==> src/rtl/csr_regfile.sv <==
// Machine-mode CSR storage: old-value read for the CSR ALU, new-value writeback,
// ecall/mret trap state updates and the fetch redirect target.
module csr_regfile #(
    parameter logic [63:0] ECALL_CAUSE = 64'd11,
    parameter logic [63:0] MSTATUS_RST = 64'h1800
) (
    input  logic        I_sys_clk,
    input  logic        I_rst_n,
    input  logic [11:0] I_csr_raddr,
    output logic [63:0] O_csr_rdata,
    output logic        O_csr_illegal,
    input  logic        I_csr_wen,
    input  logic [11:0] I_csr_waddr,
    input  logic [63:0] I_csr_wdata,
    input  logic        I_ecall,
    input  logic        I_mret,
    input  logic [63:0] I_pc,
    input  logic        I_retire,
    output logic        O_redirect_valid,
    output logic [63:0] O_redirect_pc
);

    localparam int unsigned XLEN = 64;

    localparam logic [11:0] ADDR_MSTATUS  = 12'h300;
    localparam logic [11:0] ADDR_MIE      = 12'h304;
    localparam logic [11:0] ADDR_MTVEC    = 12'h305;
    localparam logic [11:0] ADDR_MSCRATCH = 12'h340;
    localparam logic [11:0] ADDR_MEPC     = 12'h341;
    localparam logic [11:0] ADDR_MCAUSE   = 12'h342;
    localparam logic [11:0] ADDR_MIP      = 12'h344;
    localparam logic [11:0] ADDR_MCYCLE   = 12'hB00;
    localparam logic [11:0] ADDR_MINSTRET = 12'hB02;

    localparam logic [XLEN-1:0] ALIGN_MASK = ~XLEN'(3);

    // Only MIE and MPIE of mstatus hold state; MPP is hardwired to M-mode.
    logic            r_mstatus_mie;
    logic            r_mstatus_mpie;
    logic [XLEN-1:0] r_mie;
    logic [XLEN-1:0] r_mtvec;
    logic [XLEN-1:0] r_mscratch;
    logic [XLEN-1:0] r_mepc;
    logic [XLEN-1:0] r_mcause;
    logic [XLEN-1:0] r_mcycle;
    logic [XLEN-1:0] r_minstret;

    logic            w_redirect;
    logic            w_do_mret;
    logic            w_do_write;
    logic [XLEN-1:0] w_mstatus;
    logic [XLEN-1:0] w_trap_vec;

    assign w_redirect = I_ecall | I_mret;
    assign w_do_mret  = I_mret & ~I_ecall;
    assign w_do_write = I_csr_wen & ~w_redirect;
    assign w_trap_vec = r_mtvec & ALIGN_MASK;

    always_comb begin
        w_mstatus        = '0;
        w_mstatus[12:11] = 2'b11;
        w_mstatus[7]     = r_mstatus_mpie;
        w_mstatus[3]     = r_mstatus_mie;
    end

    // Combinational old-value read; writes become visible the following cycle.
    always_comb begin
        O_csr_rdata   = '0;
        O_csr_illegal = 1'b0;
        case (I_csr_raddr)
            ADDR_MSTATUS:  O_csr_rdata = w_mstatus;
            ADDR_MIE:      O_csr_rdata = r_mie;
            ADDR_MTVEC:    O_csr_rdata = r_mtvec;
            ADDR_MSCRATCH: O_csr_rdata = r_mscratch;
            ADDR_MEPC:     O_csr_rdata = r_mepc;
            ADDR_MCAUSE:   O_csr_rdata = r_mcause;
            ADDR_MIP:      O_csr_rdata = '0;
            ADDR_MCYCLE:   O_csr_rdata = r_mcycle;
            ADDR_MINSTRET: O_csr_rdata = r_minstret;
            default:       O_csr_illegal = 1'b1;
        endcase
    end

    always_comb begin
        O_redirect_valid = w_redirect;
        O_redirect_pc    = '0;
        if (I_ecall) begin
            O_redirect_pc = w_trap_vec;
        end else if (I_mret) begin
            O_redirect_pc = r_mepc;
        end
    end

    // Trap/return state and software-visible CSRs; a redirect drops any write.
    always_ff @(posedge I_sys_clk or negedge I_rst_n) begin
        if (!I_rst_n) begin
            r_mstatus_mie  <= MSTATUS_RST[3];
            r_mstatus_mpie <= MSTATUS_RST[7];
            r_mie          <= '0;
            r_mtvec        <= '0;
            r_mscratch     <= '0;
            r_mepc         <= '0;
            r_mcause       <= '0;
        end else if (I_ecall) begin
            r_mepc         <= I_pc & ALIGN_MASK;
            r_mcause       <= ECALL_CAUSE;
            r_mstatus_mpie <= r_mstatus_mie;
            r_mstatus_mie  <= 1'b0;
        end else if (w_do_mret) begin
            r_mstatus_mie  <= r_mstatus_mpie;
            r_mstatus_mpie <= 1'b1;
        end else if (w_do_write) begin
            case (I_csr_waddr)
                ADDR_MSTATUS: begin
                    r_mstatus_mie  <= I_csr_wdata[3];
                    r_mstatus_mpie <= I_csr_wdata[7];
                end
                ADDR_MIE:      r_mie      <= I_csr_wdata;
                ADDR_MTVEC:    r_mtvec    <= I_csr_wdata;
                ADDR_MSCRATCH: r_mscratch <= I_csr_wdata;
                ADDR_MEPC:     r_mepc     <= I_csr_wdata & ALIGN_MASK;
                ADDR_MCAUSE:   r_mcause   <= I_csr_wdata;
                default:       ;
            endcase
        end
    end

    // Free-running cycle counter; a write replaces that cycle's increment.
    always_ff @(posedge I_sys_clk or negedge I_rst_n) begin
        if (!I_rst_n) begin
            r_mcycle <= '0;
        end else if (w_do_write && (I_csr_waddr == ADDR_MCYCLE)) begin
            r_mcycle <= I_csr_wdata;
        end else begin
            r_mcycle <= r_mcycle + XLEN'(1);
        end
    end

    always_ff @(posedge I_sys_clk or negedge I_rst_n) begin
        if (!I_rst_n) begin
            r_minstret <= '0;
        end else if (w_do_write && (I_csr_waddr == ADDR_MINSTRET)) begin
            r_minstret <= I_csr_wdata;
        end else if (I_retire) begin
            r_minstret <= r_minstret + XLEN'(1);
        end
    end

endmodule
==> config.mk <==
export PLATFORM = sky130hd
export DESIGN_NAME = csr_regfile
export DESIGN_NICKNAME = d
export VERILOG_FILES = /design/src/rtl/csr_regfile.sv
export SDC_FILE = /design/constraint.sdc
export NUM_CORES = 1
export LEC_CHECK = 0
export CAP_MARGIN = 30
export CORE_MARGIN = 4
export CORE_UTILIZATION = 30
export DETAILED_ROUTE_END_ITERATION = 8
export GPL_TIMING_DRIVEN = 0
export SLEW_MARGIN = 0
export SYNTH_ARGS = -nofsm -noshare
export SYNTH_HDL_FRONTEND = slang
export SYNTH_SLANG_ARGS = --single-unit
==> constraint.sdc <==
create_clock -name I_sys_clk -period 3.77 [get_ports I_sys_clk]
set_input_delay 0.754 -clock I_sys_clk [delete_from_list [all_inputs] [get_ports I_sys_clk]]
set_output_delay 0.754 -clock I_sys_clk [all_outputs]
set_load 0.02 [all_outputs]
# Word level (Yosys, flattened, before mapping)
# Index checks and enable logic that the tools add are counted.
totals:
  register_bits: 450
  in_bits: 158
  out_inout_bits: 130
  elab_cells: 73
op_classes:
  add_sub_neg: 2
  n_eq_ne: 18
  muxes: 23
  n_bitwise: 6
  reduce_logical: 15
ops:
  columns: ["cell", "n"]
  rows:
  - ["$mux W64", 13]
  - ["$pmux W64 S8", 1]
  - ["$eq A12 B10 Y1 const B", 13]
  - ["$add A64 B1 Y64 const B", 2]
  - ["$eq A12 B12 Y1 const B", 4]
  - ["$reduce_and A4 Y1", 3]
  - ["$mux W1", 9]
  - ["$reduce_or A9 Y1", 1]
  - ["$reduce_bool A2 Y1", 4]
  - ["$reduce_and A3 Y1", 2]
  - ["$reduce_bool A3 Y1", 2]
  - ["$not A1 Y1", 3]
  - ["$and A1 B1 Y1", 2]
  - ["$logic_and A1 B1 Y1", 2]
  - ["$ne A2 B2 Y1 const B", 1]
  - ["$reduce_and A2 Y1", 1]
  - ["$or A1 B1 Y1", 1]

# Logic depth before layout (Yosys ltp)
depth:
  word_depth: 6
  ltp_mapped: 9
  mapped_depth_nobuf: 6

# Worst setup path after synthesis
# No wires, ideal clock.
synth_timing:
  path_kind: "input -> output"
  start: "input port I_csr_raddr[6]"
  end: "output port O_csr_rdata[10]"
  arrival_time_ns: 2.789
  required_ns: 3.016
  slack_ns: 0.227
  path_stages: 6
  path_buffers: 2
  path_cell_list: "clkbuf_1 > or4b_2 > nor3_1 > clkbuf_1 > a22oi_1 > nand3_1"
synth_between:
  elab_chain_len: 2
  word_cells_on_any_way: 9
  cone_classes: "eq/ne: 8; mux: 1"
synth_rtl:
  columns: ["item", "line_no", "text"]
  rows:
  - ["start: declaration", "9", "input logic [11:0] I_csr_raddr,"]
  - ["$eq A12 B12 Y1 or $eq A12 B10 Y1 (tied branches)", "70", "case (I_csr_raddr)"]
  - ["$pmux W64 S8 *", "70", null]
  - ["end: declaration", "10", "output logic [63:0] O_csr_rdata,"]
# Every way passes the cells marked *; elsewhere a longest branch is shown, timed or not.

# Final worst setup path
layout_timing:
  start: "input port I_csr_raddr[7]"
  end: "output port O_csr_rdata[17]"
# The elaborated chain is that of the path after synthesis.

==> out/results.ini <==
[sta]
worst_clock_skew_ps=30.7
worstMarginPinSlew_ps=978
slew_violations=0
fin_setup_tns_ps=-2.68
fin_crit_ps=3770
hold_viol_final=0
grt_setup_unrepaired=true
slew_headroom_pct=34.3
finalSetupViolCount=1
setup_ws_ps=-2.68
max_freq_ghz=0.265
finalCritPeriodShare_pct=100

[pwr]
power_leakage_uw=0.0136
cellPowerDensity_nw_per_um2=358
power.total_uw=11000
ir_drop_uv=312

[finish]
final_cell_mix=dfrtp_1, nand2_1, mux2_2
drive_gt1_share_pct=18.1
area_growth_pct=29.7
fin_nets=3027
final_common_cell=dfrtp_1

[yosys]
ys_ff_latch=448
ys_seq_area_share_pct=47.2
synthArstFlopShare_pct=100
yosysTopAreaCell=dfrtp_1
netlist_top_cells_area=dfrtp_1, mux2_2, nand2_1
synth_cells=2477
syn-cell-area_sq_um=23700
synth.top_cell.area_share_pct=47.2
avgSynthCellArea_sq_um=9.58
yosys_warnings=0
synth-main-ff-cell=dfrtp_1
synth-edff-count=0
ys_types=62

[critical_path]
critical_path.max_stage_delay_ps=630
worst-r2r-setup-slack_ps=240
worstPathRequired_ps=3020
crit_type=in -> out
path_delay_family=simple AND/OR/NAND/NOR gates
endpoint_kind=output pin
cp_num_buf_inv=6
cp.arrival_ps=3020
timing.rr.start=r_minstret[0]$_DFFE_PN0P_
reg2regPathDepth=9
cp.depth=11
start_kind=input pin
worstReg2RegEnd=r_minstret[54]$_DFFE_PN0P_
crit_path_cell_trace=buf_6 -> nand4bb_4 -> or4_4 -> nor4_4 -> buf_6 -> buf_12 -> clkbuf_16 -> buf_12 -> a22oi_2 -> nand3_2 -> buf_6
crit_top_cell=buf_6
timing.critical_path.to=O_csr_rdata[17]
crit_path_top_delay_cell=or4_4
critPathLaunch=I_csr_raddr[7]
worstPathMaxFanout=5

[outcome]
status=finished, violations left
violations=setup timing

[placement]
hpwl_um=78300
io_buffer_count=281
place.gp.congestion=0.957

[detailed_routing]
drtIter0Drc=2508
wl_per_cell_um=26.5
drt_wl_total_um=105000
route.detailed.drc=0
vias=22500
ant_nets=0
drt_first_pass_iters=6
vias_per_cell=5.69

[clock_network]
cts_made_buffers=49
postCtsHoldBufs=0
clk_pin_slew_ps=60
cts_sinks=448
clock_latency_ps=620
cts_tree=built
cts_max_level=2
cts_buffer_depth=3
root_buffer=clkbuf_16

[floorplanning]
dieHeight_um=289
ios=288
initial_core_util_pct=30.4
dieArea_sq_um=83700
die_width_um=289
core_sq_um=78000
rows=102

[grt]
overflow=0
grt_max_degree=118
antenna_found_initial=15
grt_pass1_vias=21900
grt_pass1_wl_um=151000
track_usage_pct=24.2

[flow_run]
cap_viol_max_count=0

[worst_hold_path]
hp-class=in -> async

[power breakdown]
part	switching, uW	internal [uW]	leakage, uW
registers	170	4940	0.00588
clock network	2080	2870	0.000792
logic	576	392	0.00695
total	2830	8200	0.0136
[kinds of logic after synthesis]
family          share of synthesized area [%]
compound gates                           17.0
flops                                    47.2
mux                                      12.3
simple gates                             17.4
buf+inv                                  3.22
fa+ha+maj                               0.105
xor+xnor                                 2.69
other cells                            0.0158
[synthesized netlist by cell type (18+ instances only)]
cell type,instances
and3_1,18
or4_1,28
o31ai_1,18
a31oi_1,47
mux2i_1,68
nand2_1,388
or3_1,34
mux2_2,199
nor2_1,117
dfrtp_1,448
a22o_1,74
xnor2_1,40
xor2_1,33
nor4_1,27
nor3_1,25
a21oi_1,109
a22oi_1,181
clkbuf_1,170
nand3_1,118
nand4_1,54
o21ai_0,170
[repair_timing]
item,4_1_cts,5_1_grt
pin swaps,12,13
setup buffers,22,6
gates resized for setup,464,96
setup endpoints to repair,128,84
gates cloned,1,1
[registers in the layout, summed over array words and instances (netlist names)]
signal	flops
r_mcause	64
r_mcycle	64
r_mepc	62
r_mie	64
r_minstret	64
r_mscratch	64
r_mstatus_mie	1
r_mstatus_mpie	1
r_mtvec	64
[cell type report]
type                       instances  area (sq um)
antenna                            7          17.5
fill                            7704         47200
timing repair buffer             340          3440
tap                             1040          1300
sequential                       448         11200
multi-input combinational       1834         12000
buffer                           182          1160
clock inverter                    11           134
clock buffer                      76          1470
inverter                          12          45.0
[routing by layer]
layer	GRT usage [%]	part of all wire, %	vias up	routed length (um)
met5	0	0.039	-	41
met4	10.5	5.0	6	5210
met3	6.32	9.6	253	10000
met2	38.1	45	1094	46800
met1	31.5	41	11200	42500
li1	-	-	9907	-
[worst reg2reg max path, delay by kind of cell (launching register included)]
family                   cells  cell delay, ps
AND/OR/NAND/NOR              3            1270
AO/OA/AOI/OAI                2             420
flip-flops                   1             470
adder cells (fa/ha/maj)      1             210
buffers and inverters        3            1000
[worst min path at each step]
stage	slack [ps]	from	cells past startpoint	end
global route	40	I_rst_n	1	r_mtvec[14]$_DFFE_PN0P_
detailed placement	490	r_mcause[0]$_DFFE_PN0P_	2	r_mcause[0]$_DFFE_PN0P_
global placement	490	r_mscratch[32]$_DFFE_PN0P_	1	r_mscratch[32]$_DFFE_PN0P_
CTS	20	I_rst_n	1	r_mepc[13]$_DFFE_PN0P_
finish	30	I_rst_n	1	r_mtvec[14]$_DFFE_PN0P_
floorplan	460	I_rst_n	0	r_mcause[0]$_DFFE_PN0P_
[through the flow]
step / utilization (%) / cell area [sq um] / setup WS (ps) / hold WS (ps) / cells
after floorplan: - / 23700 / 227 / 458 / 2478
after global placement: 35.7 / 27900 / -19160 / 487 / 3799
after detailed placement: 36.3 / 28300 / -1980 / 490 / 3828
after CTS: 39.1 / 30500 / -10.3 / 18.2 / 3936
after global routing: 39.5 / 30800 / -50.3 / 41.8 / 3943
final: 39.5 / 30800 / -2.68 / 34.1 / 3950
Note: power is estimated with default switching activity, not from simulation.
